$ cat src/rtl/sy_pkg.sv
// Shared core types; this slice adds the MDU issue-queue sizing and entry layout.
package sy_pkg;

   localparam int PHY_REG_WTH  = 6;
   localparam int ROB_WTH      = 5;
   localparam int DWTH         = 64;
   localparam int MDU_IQ_DEPTH = 4;
   localparam int MDU_NUM_WAKE = 3;

   typedef enum logic [1:0] {
      MDU_MUL  = 2'd0,
      MDU_MULH = 2'd1,
      MDU_DIV  = 2'd2,
      MDU_REM  = 2'd3
   } mdu_opcode_e;

   typedef struct packed {
      mdu_opcode_e            opcode;
      logic                   rs1_sign;
      logic                   rs2_sign;
      logic [PHY_REG_WTH-1:0] rs1_idx;
      logic                   rs1_rdy;
      logic [PHY_REG_WTH-1:0] rs2_idx;
      logic                   rs2_rdy;
      logic [PHY_REG_WTH-1:0] rdst_idx;
      logic                   is_32;
      logic [ROB_WTH-1:0]     rob_idx;
   } mdu_iq_entry_t;

   function automatic logic is_div_op(input mdu_opcode_e op);
      return (op == MDU_DIV) || (op == MDU_REM);
   endfunction

endpackage

$ cat src/rtl/sy_ppl_mdu_iq_wakeup.sv
// Wake-up comparator array: every queued source index and the dispatching
// sources are matched against all wake-up buses.
module sy_ppl_mdu_iq_wakeup
   import sy_pkg::*;
#(
   parameter int DEPTH    = MDU_IQ_DEPTH,
   parameter int NUM_WAKE = MDU_NUM_WAKE
) (
   input  logic [DEPTH-1:0][PHY_REG_WTH-1:0]    i_rs1_idx,
   input  logic [DEPTH-1:0][PHY_REG_WTH-1:0]    i_rs2_idx,
   input  logic [PHY_REG_WTH-1:0]               i_disp_rs1_idx,
   input  logic [PHY_REG_WTH-1:0]               i_disp_rs2_idx,
   input  logic [NUM_WAKE-1:0]                  i_wake_vld,
   input  logic [NUM_WAKE-1:0][PHY_REG_WTH-1:0] i_wake_idx,
   output logic [DEPTH-1:0]                     o_set_rs1,
   output logic [DEPTH-1:0]                     o_set_rs2,
   output logic                                 o_disp_rs1_hit,
   output logic                                 o_disp_rs2_hit
);

   always_comb begin
      o_set_rs1      = '0;
      o_set_rs2      = '0;
      o_disp_rs1_hit = 1'b0;
      o_disp_rs2_hit = 1'b0;
      for (int k = 0; k < NUM_WAKE; k++) begin
         if (i_wake_vld[k]) begin
            for (int i = 0; i < DEPTH; i++) begin
               if (i_wake_idx[k] == i_rs1_idx[i]) o_set_rs1[i] = 1'b1;
               if (i_wake_idx[k] == i_rs2_idx[i]) o_set_rs2[i] = 1'b1;
            end
            if (i_wake_idx[k] == i_disp_rs1_idx) o_disp_rs1_hit = 1'b1;
            if (i_wake_idx[k] == i_disp_rs2_idx) o_disp_rs2_hit = 1'b1;
         end
      end
   end

endmodule

$ cat src/rtl/sy_ppl_mdu_iq.sv
// In-order MDU issue queue with head-only select and a registered issue stage.
// Optional empty-queue bypass is enabled by defining SY_MDU_IQ_BYPASS_EN.
module sy_ppl_mdu_iq
   import sy_pkg::*;
#(
   parameter int DEPTH    = MDU_IQ_DEPTH,
   parameter int NUM_WAKE = MDU_NUM_WAKE
) (
   input  logic                                 clk_i,
   input  logic                                 rst_ni,
   input  logic                                 flush_i,
   input  logic                                 disp_vld_i,
   output logic                                 disp_rdy_o,
   input  mdu_opcode_e                          disp_opcode_i,
   input  logic                                 disp_rs1_sign_i,
   input  logic                                 disp_rs2_sign_i,
   input  logic [PHY_REG_WTH-1:0]               disp_rs1_idx_i,
   input  logic [PHY_REG_WTH-1:0]               disp_rs2_idx_i,
   input  logic                                 disp_rs1_rdy_i,
   input  logic                                 disp_rs2_rdy_i,
   input  logic [PHY_REG_WTH-1:0]               disp_rdst_idx_i,
   input  logic                                 disp_is_32_i,
   input  logic [ROB_WTH-1:0]                   disp_rob_idx_i,
   input  logic [NUM_WAKE-1:0]                  wake_vld_i,
   input  logic [NUM_WAKE-1:0][PHY_REG_WTH-1:0] wake_idx_i,
   output logic [PHY_REG_WTH-1:0]               iq_gpr__rs1_idx_o,
   output logic [PHY_REG_WTH-1:0]               iq_gpr__rs2_idx_o,
   input  logic [DWTH-1:0]                      gpr_iq__rs1_data_i,
   input  logic [DWTH-1:0]                      gpr_iq__rs2_data_i,
   input  logic                                 div_busy_i,
   input  logic                                 div_wb_stall_i,
   output logic                                 mdu_en_o,
   output mdu_opcode_e                          mdu_opcode_o,
   output logic                                 mdu_rs1_sign_o,
   output logic                                 mdu_rs2_sign_o,
   output logic [DWTH-1:0]                      mdu_rs1_data_o,
   output logic [DWTH-1:0]                      mdu_rs2_data_o,
   output logic [PHY_REG_WTH-1:0]               mdu_rdst_idx_o,
   output logic                                 mdu_is_32_o,
   output logic [ROB_WTH-1:0]                   mdu_rob_idx_o,
   output logic                                 iq_empty_o
);

   localparam int AW = $clog2(DEPTH);
   localparam logic [AW:0] PTR_ONE = {{AW{1'b0}}, 1'b1};

   mdu_iq_entry_t                    r_ent [DEPTH];
   logic [AW:0]                      r_wptr, r_rptr;
   logic                             r_div_pend;
   logic                             r_mdu_en;
   mdu_opcode_e                      r_mdu_opcode;
   logic                             r_mdu_rs1_sign, r_mdu_rs2_sign;
   logic [DWTH-1:0]                  r_mdu_rs1_data, r_mdu_rs2_data;
   logic [PHY_REG_WTH-1:0]           r_mdu_rdst_idx;
   logic                             r_mdu_is_32;
   logic [ROB_WTH-1:0]               r_mdu_rob_idx;

   logic [DEPTH-1:0][PHY_REG_WTH-1:0] w_ent_rs1_idx, w_ent_rs2_idx;
   logic [DEPTH-1:0]                 w_set_rs1, w_set_rs2;
   logic                             w_disp_rs1_hit, w_disp_rs2_hit;
   logic                             w_full, w_empty;
   mdu_iq_entry_t                    w_head, w_disp_ent;
   logic                             w_head_hzd, w_sel_q, w_byp, w_sel, w_push;
   mdu_opcode_e                      w_sel_op;

   always_comb begin
      for (int i = 0; i < DEPTH; i++) begin
         w_ent_rs1_idx[i] = r_ent[i].rs1_idx;
         w_ent_rs2_idx[i] = r_ent[i].rs2_idx;
      end
   end

   sy_ppl_mdu_iq_wakeup #(
      .DEPTH    (DEPTH),
      .NUM_WAKE (NUM_WAKE)
   ) u_wakeup (
      .i_rs1_idx      (w_ent_rs1_idx),
      .i_rs2_idx      (w_ent_rs2_idx),
      .i_disp_rs1_idx (disp_rs1_idx_i),
      .i_disp_rs2_idx (disp_rs2_idx_i),
      .i_wake_vld     (wake_vld_i),
      .i_wake_idx     (wake_idx_i),
      .o_set_rs1      (w_set_rs1),
      .o_set_rs2      (w_set_rs2),
      .o_disp_rs1_hit (w_disp_rs1_hit),
      .o_disp_rs2_hit (w_disp_rs2_hit)
   );

   assign w_full  = (r_wptr[AW] != r_rptr[AW]) && (r_wptr[AW-1:0] == r_rptr[AW-1:0]);
   assign w_empty = (r_wptr == r_rptr);
   assign w_head  = r_ent[r_rptr[AW-1:0]];

   always_comb begin
      w_disp_ent          = '0;
      w_disp_ent.opcode   = disp_opcode_i;
      w_disp_ent.rs1_sign = disp_rs1_sign_i;
      w_disp_ent.rs2_sign = disp_rs2_sign_i;
      w_disp_ent.rs1_idx  = disp_rs1_idx_i;
      w_disp_ent.rs1_rdy  = disp_rs1_rdy_i | w_disp_rs1_hit;
      w_disp_ent.rs2_idx  = disp_rs2_idx_i;
      w_disp_ent.rs2_rdy  = disp_rs2_rdy_i | w_disp_rs2_hit;
      w_disp_ent.rdst_idx = disp_rdst_idx_i;
      w_disp_ent.is_32    = disp_is_32_i;
      w_disp_ent.rob_idx  = disp_rob_idx_i;
   end

   // div_pend covers the cycles between a divide select and the MDU raising busy
   assign w_head_hzd = is_div_op(w_head.opcode) ? (!div_busy_i && !r_div_pend) : !div_wb_stall_i;
   assign w_sel_q    = !flush_i && !w_empty && w_head.rs1_rdy && w_head.rs2_rdy && w_head_hzd;

`ifdef SY_MDU_IQ_BYPASS_EN
   logic w_disp_hzd;
   assign w_disp_hzd = is_div_op(disp_opcode_i) ? (!div_busy_i && !r_div_pend) : !div_wb_stall_i;
   assign w_byp      = !flush_i && w_empty && disp_vld_i && disp_rs1_rdy_i && disp_rs2_rdy_i && w_disp_hzd;
`else
   assign w_byp      = 1'b0;
`endif

   assign w_sel    = w_sel_q || w_byp;
   assign w_sel_op = w_sel_q ? w_head.opcode : disp_opcode_i;
   assign w_push   = disp_vld_i && !w_full && !flush_i && !w_byp;

   assign disp_rdy_o        = !w_full;
   assign iq_empty_o        = w_empty;
   assign iq_gpr__rs1_idx_o = w_byp ? disp_rs1_idx_i : w_head.rs1_idx;
   assign iq_gpr__rs2_idx_o = w_byp ? disp_rs2_idx_i : w_head.rs2_idx;

   always_ff @(posedge clk_i or negedge rst_ni) begin
      if (!rst_ni) begin
         for (int i = 0; i < DEPTH; i++) r_ent[i] <= '0;
      end else begin
         for (int i = 0; i < DEPTH; i++) begin
            r_ent[i].rs1_rdy <= r_ent[i].rs1_rdy | w_set_rs1[i];
            r_ent[i].rs2_rdy <= r_ent[i].rs2_rdy | w_set_rs2[i];
            if (w_push && (r_wptr[AW-1:0] == i[AW-1:0])) r_ent[i] <= w_disp_ent;
         end
      end
   end

   always_ff @(posedge clk_i or negedge rst_ni) begin
      if (!rst_ni) begin
         r_wptr     <= '0;
         r_rptr     <= '0;
         r_div_pend <= 1'b0;
      end else if (flush_i) begin
         r_wptr     <= '0;
         r_rptr     <= '0;
         r_div_pend <= 1'b0;
      end else begin
         if (w_push)  r_wptr <= r_wptr + PTR_ONE;
         if (w_sel_q) r_rptr <= r_rptr + PTR_ONE;
         if (div_busy_i)                          r_div_pend <= 1'b0;
         else if (w_sel && is_div_op(w_sel_op))   r_div_pend <= 1'b1;
      end
   end

   always_ff @(posedge clk_i or negedge rst_ni) begin
      if (!rst_ni) begin
         r_mdu_en       <= 1'b0;
         r_mdu_opcode   <= MDU_MUL;
         r_mdu_rs1_sign <= 1'b0;
         r_mdu_rs2_sign <= 1'b0;
         r_mdu_rs1_data <= '0;
         r_mdu_rs2_data <= '0;
         r_mdu_rdst_idx <= '0;
         r_mdu_is_32    <= 1'b0;
         r_mdu_rob_idx  <= '0;
      end else begin
         r_mdu_en <= w_sel;
         if (w_sel) begin
            r_mdu_rs1_data <= gpr_iq__rs1_data_i;
            r_mdu_rs2_data <= gpr_iq__rs2_data_i;
            if (w_sel_q) begin
               r_mdu_opcode   <= w_head.opcode;
               r_mdu_rs1_sign <= w_head.rs1_sign;
               r_mdu_rs2_sign <= w_head.rs2_sign;
               r_mdu_rdst_idx <= w_head.rdst_idx;
               r_mdu_is_32    <= w_head.is_32;
               r_mdu_rob_idx  <= w_head.rob_idx;
            end else begin
               r_mdu_opcode   <= disp_opcode_i;
               r_mdu_rs1_sign <= disp_rs1_sign_i;
               r_mdu_rs2_sign <= disp_rs2_sign_i;
               r_mdu_rdst_idx <= disp_rdst_idx_i;
               r_mdu_is_32    <= disp_is_32_i;
               r_mdu_rob_idx  <= disp_rob_idx_i;
            end
         end
      end
   end

   assign mdu_en_o       = r_mdu_en;
   assign mdu_opcode_o   = r_mdu_opcode;
   assign mdu_rs1_sign_o = r_mdu_rs1_sign;
   assign mdu_rs2_sign_o = r_mdu_rs2_sign;
   assign mdu_rs1_data_o = r_mdu_rs1_data;
   assign mdu_rs2_data_o = r_mdu_rs2_data;
   assign mdu_rdst_idx_o = r_mdu_rdst_idx;
   assign mdu_is_32_o    = r_mdu_is_32;
   assign mdu_rob_idx_o  = r_mdu_rob_idx;

endmodule

$ cat config.mk
export PLATFORM = sky130hd
export DESIGN_NAME = sy_ppl_mdu_iq
export DESIGN_NICKNAME = d
export VERILOG_FILES = /design/src/rtl/sy_pkg.sv /design/src/rtl/sy_ppl_mdu_iq_wakeup.sv /design/src/rtl/sy_ppl_mdu_iq.sv
export SDC_FILE = /design/constraint.sdc
export NUM_CORES = 1
export LEC_CHECK = 0
export CORE_MARGIN = 2
export CORE_UTILIZATION = 45
export CTS_CLUSTER_DIAMETER = 40
export DETAILED_ROUTE_END_ITERATION = 8
export PLACE_DENSITY = 0.74
export SYNTH_ARGS = -nofsm -noshare
export SYNTH_HDL_FRONTEND = slang
export SYNTH_HIERARCHICAL = 1
export SYNTH_SLANG_ARGS = --single-unit
$ cat constraint.sdc
create_clock -name clk_i -period 3.2 [get_ports clk_i]
set_input_delay 0.48 -clock clk_i [delete_from_list [all_inputs] [get_ports clk_i]]
set_output_delay 0.48 -clock clk_i [all_outputs]
set_load 0.01 [all_outputs]
-- Word-level counts from Yosys, hierarchy flattened
Index checks and enable logic that the tools add are counted.
- reduce and logical (&&, ||, !) cells: 25
- mux-type cells: 58
- bitwise gates (word level): 11
- shift operators: 0
- $lt $le $gt $ge: 1
- $mul: 0
- equal/unequal tests: 40
- add/subtract/negate cells: 2
- divide/modulo/power cells: 0
- operator list (kind ; number):
    == test 6 bit ; 30
    two-way mux 20 bit ; 4
    binary-select mux 30 bit (select 2 bit) ; 1
    two-way mux 30 bit ; 2
    two-way mux 1 bit ; 40
    two-way mux 4 bit ; 6
    logical AND 1 bit ; 13
    == test 2 bit (second input constant) ; 6
    two-way mux 3 bit ; 4
    bitwise OR 1 bit ; 10
    adder 3 x 1 -> 3 bit (second input constant) ; 2
    logical NOT 1 bit ; 6
    nonzero test 2 bit ; 2
    == test 3 bit ; 1
    greater-or-equal comparator 3 bit (second input constant) ; 1
    NOT 2 -> 3 bit ; 1
    nonzero test 3 bit ; 1
    == test 2 x 1 -> 1 bit (second input constant) ; 1
    == test 2 bit ; 1
    logical NOT 2 bit ; 1
    logical OR 1 bit ; 2
    two-way mux 2 bit ; 1
    != test 1 bit ; 1
- bits in writable memories: 0
- word-level logic and storage cells: 189
- latch bits: 0
- memory bits (read-only): 0
- output and inout bits: 159
- memories kept: 0
- bits of input ports: 185
- bits in registers: 272

-- Depth between registers and ports, before layout
Gate-level depths: netlist (run 1).
- depth after elaboration: 15
- depth in mapped cells: 7
- mapped depth without buffers: 6

-- Modules after synthesis
Netlist (run 1), hierarchy kept.
- by module, submodules not included (module ; seq. area each (um2) ; area each (um2) ; instances ; cells each):
    sy_ppl_mdu_iq ; 6806.5 ; 11708.7 ; 1 ; 674
    sy_ppl_mdu_iq_wakeup ; 0.0 ; 2224.6 ; 1 ; 271

-- Worst setup path after synthesis (run 1)
No wires, ideal clock.
- kind: register -> output
- start point: reg r_rptr[0]
- end point: out iq_gpr__rs1_idx_o[1]
- cell stages (with the launch flop): 6
- slack: 0.772 ns
- data arrival time: 1.948 ns
- data required time: 2.720 ns
- path buffers: 4
- cell sequence: dfrtp_1 > buf_6 > buf_2 > buf_1 > mux4_2 > buf_4
- RTL lines (element ; RTL line ; RTL):
    start, declared ; sy_ppl_mdu_iq.sv:48 ; logic [AW:0] r_wptr, r_rptr;
    start signal, assigned ; sy_ppl_mdu_iq.sv:151 ; if (w_sel_q) r_rptr <= r_rptr + PTR_ONE;
    end, declared ; sy_ppl_mdu_iq.sv:26 ; output logic [PHY_REG_WTH-1:0] iq_gpr__rs1_idx_o,

-- Worst setup path in the final report (run 1)
- start point: reg r_rptr[0]
- end point: out iq_gpr__rs2_idx_o[5]
- word-level cells in the longest chain between the ends: 4
- RTL lines (element ; RTL line ; RTL):
    NOT 2 -> 3 bit (implied by the code) ; sy_ppl_mdu_iq.sv:91 ; assign w_head = r_ent[r_rptr[AW-1:0]];
    binary-select mux 30 bit (select 2 bit) ; sy_ppl_mdu_iq.sv:91 ;
    two-way mux 30 bit (implied by the code) (2 in series) ; sy_ppl_mdu_iq.sv:91 ;
    end, declared ; sy_ppl_mdu_iq.sv:27 ; output logic [PHY_REG_WTH-1:0] iq_gpr__rs2_idx_o,
No other way between the ends. The select of a mux whose other input is x is not followed.

==> results.sh, run 1 <==
export IMPL_cts_setup_buffers=0
export IMPL_drive_gt1_share_pct=30.5
export IMPL_min_path_type="flop to flop"
export IMPL_r2r_end="mdu_rs2_data_o[63]$_DFFE_PN0P_"
export IMPL_setup_violations=0
export IMPL_r2r_start="r_rptr[1]$_DFFE_PN0P_"
export IMPL_netlist_area_sq_um=13900
export IMPL_grtUsageTotal_pct=23.8
export IMPL_top_usage_layer="met2"
export IMPL_power_density_nw_per_um2=881
export IMPL_path_max_fanout=10
export IMPL_grtUsageMet1_pct=30.9
export IMPL_tightest_slew_ps=673
export IMPL_yosysUniqueCellTypes=30
export IMPL_gr_total_overflow=0
export IMPL_cts_max_level=2
export IMPL_ant_nets=0
export IMPL_tns_ps=0
export IMPL_fin_nets=1495
export IMPL_slowest_delay_ps=590
export IMPL_crit_path_cell_trace="buf_4 -> mux4_2 -> clkdlybuf4s50_1"
export IMPL_ys_seq_area_share_pct=48.9
export IMPL_cp_slowest_cell="mux4_2"
export IMPL_synth_edf_count=0
export IMPL_dieArea_sq_um=32400
export IMPL_die_w_um=180
export IMPL_synth_commonest_cells="272 x dfrtp_1, 138 x mux2_4, 118 x mux2_2"
export IMPL_worst_path_buf_inv=2
export IMPL_grt_antenna_before_repair=4
export IMPL_hold_viol=0
export IMPL_rrSetupSlack_ps=760
export IMPL_grt_pass1_wl_mm=60.2
export IMPL_die_h_um=180
export IMPL_cts_resized=0
export IMPL_grt_start_max_net_pins=79
export IMPL_drt_first_pass_iters=4
export IMPL_synth_nets=1135
export IMPL_synth_cells=945
export IMPL_ff2ff_path_depth=6
export IMPL_place_congestion=0.883
export IMPL_ys_flop_type="dfrtp_1"
export IMPL_ios=344
export IMPL_initial_utilization_pct=45.7
export IMPL_p_total_mw=16.9
export IMPL_yosys_cell_count_top_type="dfrtp_1"
export IMPL_coreArea_sq_um=30500
export IMPL_rows=64
export IMPL_worst_setup_path_start_kind="flop"
export IMPL_routed_wl_mm=39.1
export IMPL_cts_root_buf="clkbuf_16"
export IMPL_crit_arrival_ps=2350
export IMPL_numCtsBuffers=43
export IMPL_via_per_inst=5.24
export IMPL_synth_top_cell_area_share_pct=48.9
export IMPL_relSlewSlack_pct=54.7
export IMPL_drv_slew=0
export IMPL_clock_path_buffers=3
export IMPL_finalCritPeriodShare_pct=88.5
export IMPL_met3_usage_pct=6.00
export IMPL_synth_top_cells_by_area="dfrtp_1 49%, mux2_4 15%, mux2_2 9.5%"
export IMPL_ys_ff_latch=272
export IMPL_avgRoutedWirePerCell_um=22.5
export IMPL_status="complete, no violations"
export IMPL_clock_latency_ps=530
export IMPL_p_leak_nw=8.26
export IMPL_routed_via_count=9111
export IMPL_hpwl_mm=27.6
export IMPL_synth_area_per_cell_sq_um=14.7
export IMPL_end_kind="primary output"
export IMPL_path_class="flop to primary output"
export IMPL_multi_input_area_sq_um=6530
export IMPL_cp_data_required_time_ps=2720
export IMPL_rsz0062_at_grt="false"
export IMPL_grt_pass1_vias=9757
export IMPL_maxCapViolCount=0
export IMPL_synthArstFlopShare_pct=100
export IMPL_crit_family="buffers and inverters"
export IMPL_startpoint="r_rptr[0]$_DFFE_PN0P_"
export IMPL_fillers=2308
export IMPL_drc_errors=0
export IMPL_crit_cells=3
export IMPL_grtUsageMet2_pct=39.7
export IMPL_clock_skew_final_ps=11.5
export IMPL_synth_largest_area_cell="dfrtp_1"
export IMPL_cts_tree="yes"
export IMPL_drtIter0Drc=584
export IMPL_ir_drop_v=0.000359
export IMPL_yosysWarnings=6
export IMPL_fmax_ghz=0.353
export IMPL_area_growth_pct=38.1
export IMPL_cts_hold_buffers=1
export IMPL_min_period_ps=2830
export IMPL_seq_area_sq_um=6810
export IMPL_endpoint="iq_gpr__rs2_idx_o[5]"
export IMPL_portBuffers=343
export IMPL_numClockSinks=272
export IMPL_path_clk_slew_ps=50
-- cells in the final DEF (no fill, tap or decap), drive strengths merged --
| cell type | n |
|---|---|
| diode | 4 |
| dlygate4sd3 | 1 |
| o211a | 1 |
| mux2 | 256 |
| bufinv | 7 |
| nor4 | 30 |
| xnor2 | 94 |
| clkbuf | 51 |
| nor2 | 15 |
| dfrtp | 272 |
| nor3b | 1 |
| a31o | 1 |
| and2 | 4 |
| xor2 | 94 |
| a31oi | 2 |
| nor3 | 2 |
| clkinvlp | 3 |
| o311a | 1 |
| nand4 | 32 |
| inv | 12 |
| nand3 | 2 |
| or3 | 10 |
| mux2i | 11 |
| clkinv | 11 |
| o311ai | 1 |
| o31ai | 2 |
| ha | 5 |
| and3 | 1 |
| clkdlybuf4s50 | 342 |
| buf | 41 |
| nand2 | 5 |
| mux4 | 29 |
-- how the worst min path moves through the flow --
stage,start,endpoint,slack [ps],depth (start not counted)
2_1_floorplan,rst_ni,mdu_en_o$_DFF_PN0_,180,0
3_3_place_gp,r_ent[8]$_DFFE_PN0P_,r_ent[8]$_DFFE_PN0P_,480,1
3_5_place_dp,r_ent[58]$_DFFE_PN0P_,r_ent[58]$_DFFE_PN0P_,490,1
4_1_cts,r_ent[58]$_DFFE_PN0P_,r_ent[58]$_DFFE_PN0P_,500,1
5_1_grt,r_ent[28]$_DFFE_PN0P_,r_ent[28]$_DFFE_PN0P_,510,1
6_report,r_ent[58]$_DFFE_PN0P_,r_ent[58]$_DFFE_PN0P_,500,1
-- kinds of logic (layout without fill, tap and decap cells) --
| kind of cell | after synthesis | in the layout | synth area share, % |
|---|---|---|---|
| multiplexers | 296 | 296 | 29.9 |
| flip-flops | 272 | 272 | 48.9 |
| AO/OA/AOI/OAI | 8 | 8 | 0.467 |
| XOR/XNOR | 188 | 188 | 11.8 |
| other | 0 | 4 | 0 |
| AND/OR/NAND/NOR | 102 | 102 | 4.23 |
| buffers and inverters | 74 | 468 | 4.30 |
| adder cells (fa/ha/maj) | 5 | 5 | 0.449 |
-- registers in the layout (all words and copies together) (netlist names) --
signal          flops
mdu_en_o            1
mdu_is_32_o         1
mdu_opcode_o        2
mdu_rdst_idx_o      6
mdu_rob_idx_o       5
mdu_rs1_data_o     64
mdu_rs1_sign_o      1
mdu_rs2_data_o     64
mdu_rs2_sign_o      1
r_div_pend          1
r_ent             120
r_rptr              3
r_wptr              3
-- area by class of cell --
class / instances / area share, %
sequential: 272 / 35.4
multi-input combinational: 599 / 33.9
timing repair buffer: 384 / 19.8
clock buffer: 51 / 6.17
tap: 396 / 2.57
clock inverter: 28 / 1.98
inverter: 5 / 0.0975
antenna: 4 / 0.0520
-- per-layer routing --
layer  vias up  part of all wire [%]  routed length [um]
met4         0                   2.2                 845
met3        64                   6.6                2580
li1       4072                     -                   -
met2       318                    49               19100
met5         -                     0                   0
met1      4657                    42               16600
-- power by group --
part,internal [mW],switching (mW),total [mW]
logic,3.95,2.12,6.07
registers,4.82,1.08,5.90
clock network,3.25,1.73,4.98
total,12.0,4.93,16.9
-- worst reg2reg max path, delay by kind of cell (launching register included) --
family        cells  cell delay [ps]
simple gates      1              230
buf+inv           2              620
mux               3             1020
flops             1              450
-- per-stage QoR --
stage	worst slack [ps]	util [%]	cell area, sq um	std cells	hold WS [ps]
after floorplan	772	-	13900	945	184
after global placement	549	57.9	17700	1655	482
after detailed placement	512	57.9	17700	1655	487
after CTS	337	63.0	19200	1735	499
after global routing	280	63.1	19200	1738	508
final	369	63.1	19200	1739	496
(Power assumes the default switching activity.)
==> run 2, diff against run 1 <==
--- a/config.mk
+++ b/config.mk
@@ -10,7 +10,9 @@
 export CTS_CLUSTER_DIAMETER = 40
 export DETAILED_ROUTE_END_ITERATION = 8
 export PLACE_DENSITY = 0.74
+export SLEW_MARGIN = 30
 export SYNTH_ARGS = -nofsm -noshare
 export SYNTH_HDL_FRONTEND = slang
 export SYNTH_HIERARCHICAL = 1
 export SYNTH_SLANG_ARGS = --single-unit
+export TNS_END_PERCENT = 30
==> results of run 2 <==
No change in the layout: final DEF, timing and power equal those of run 1.
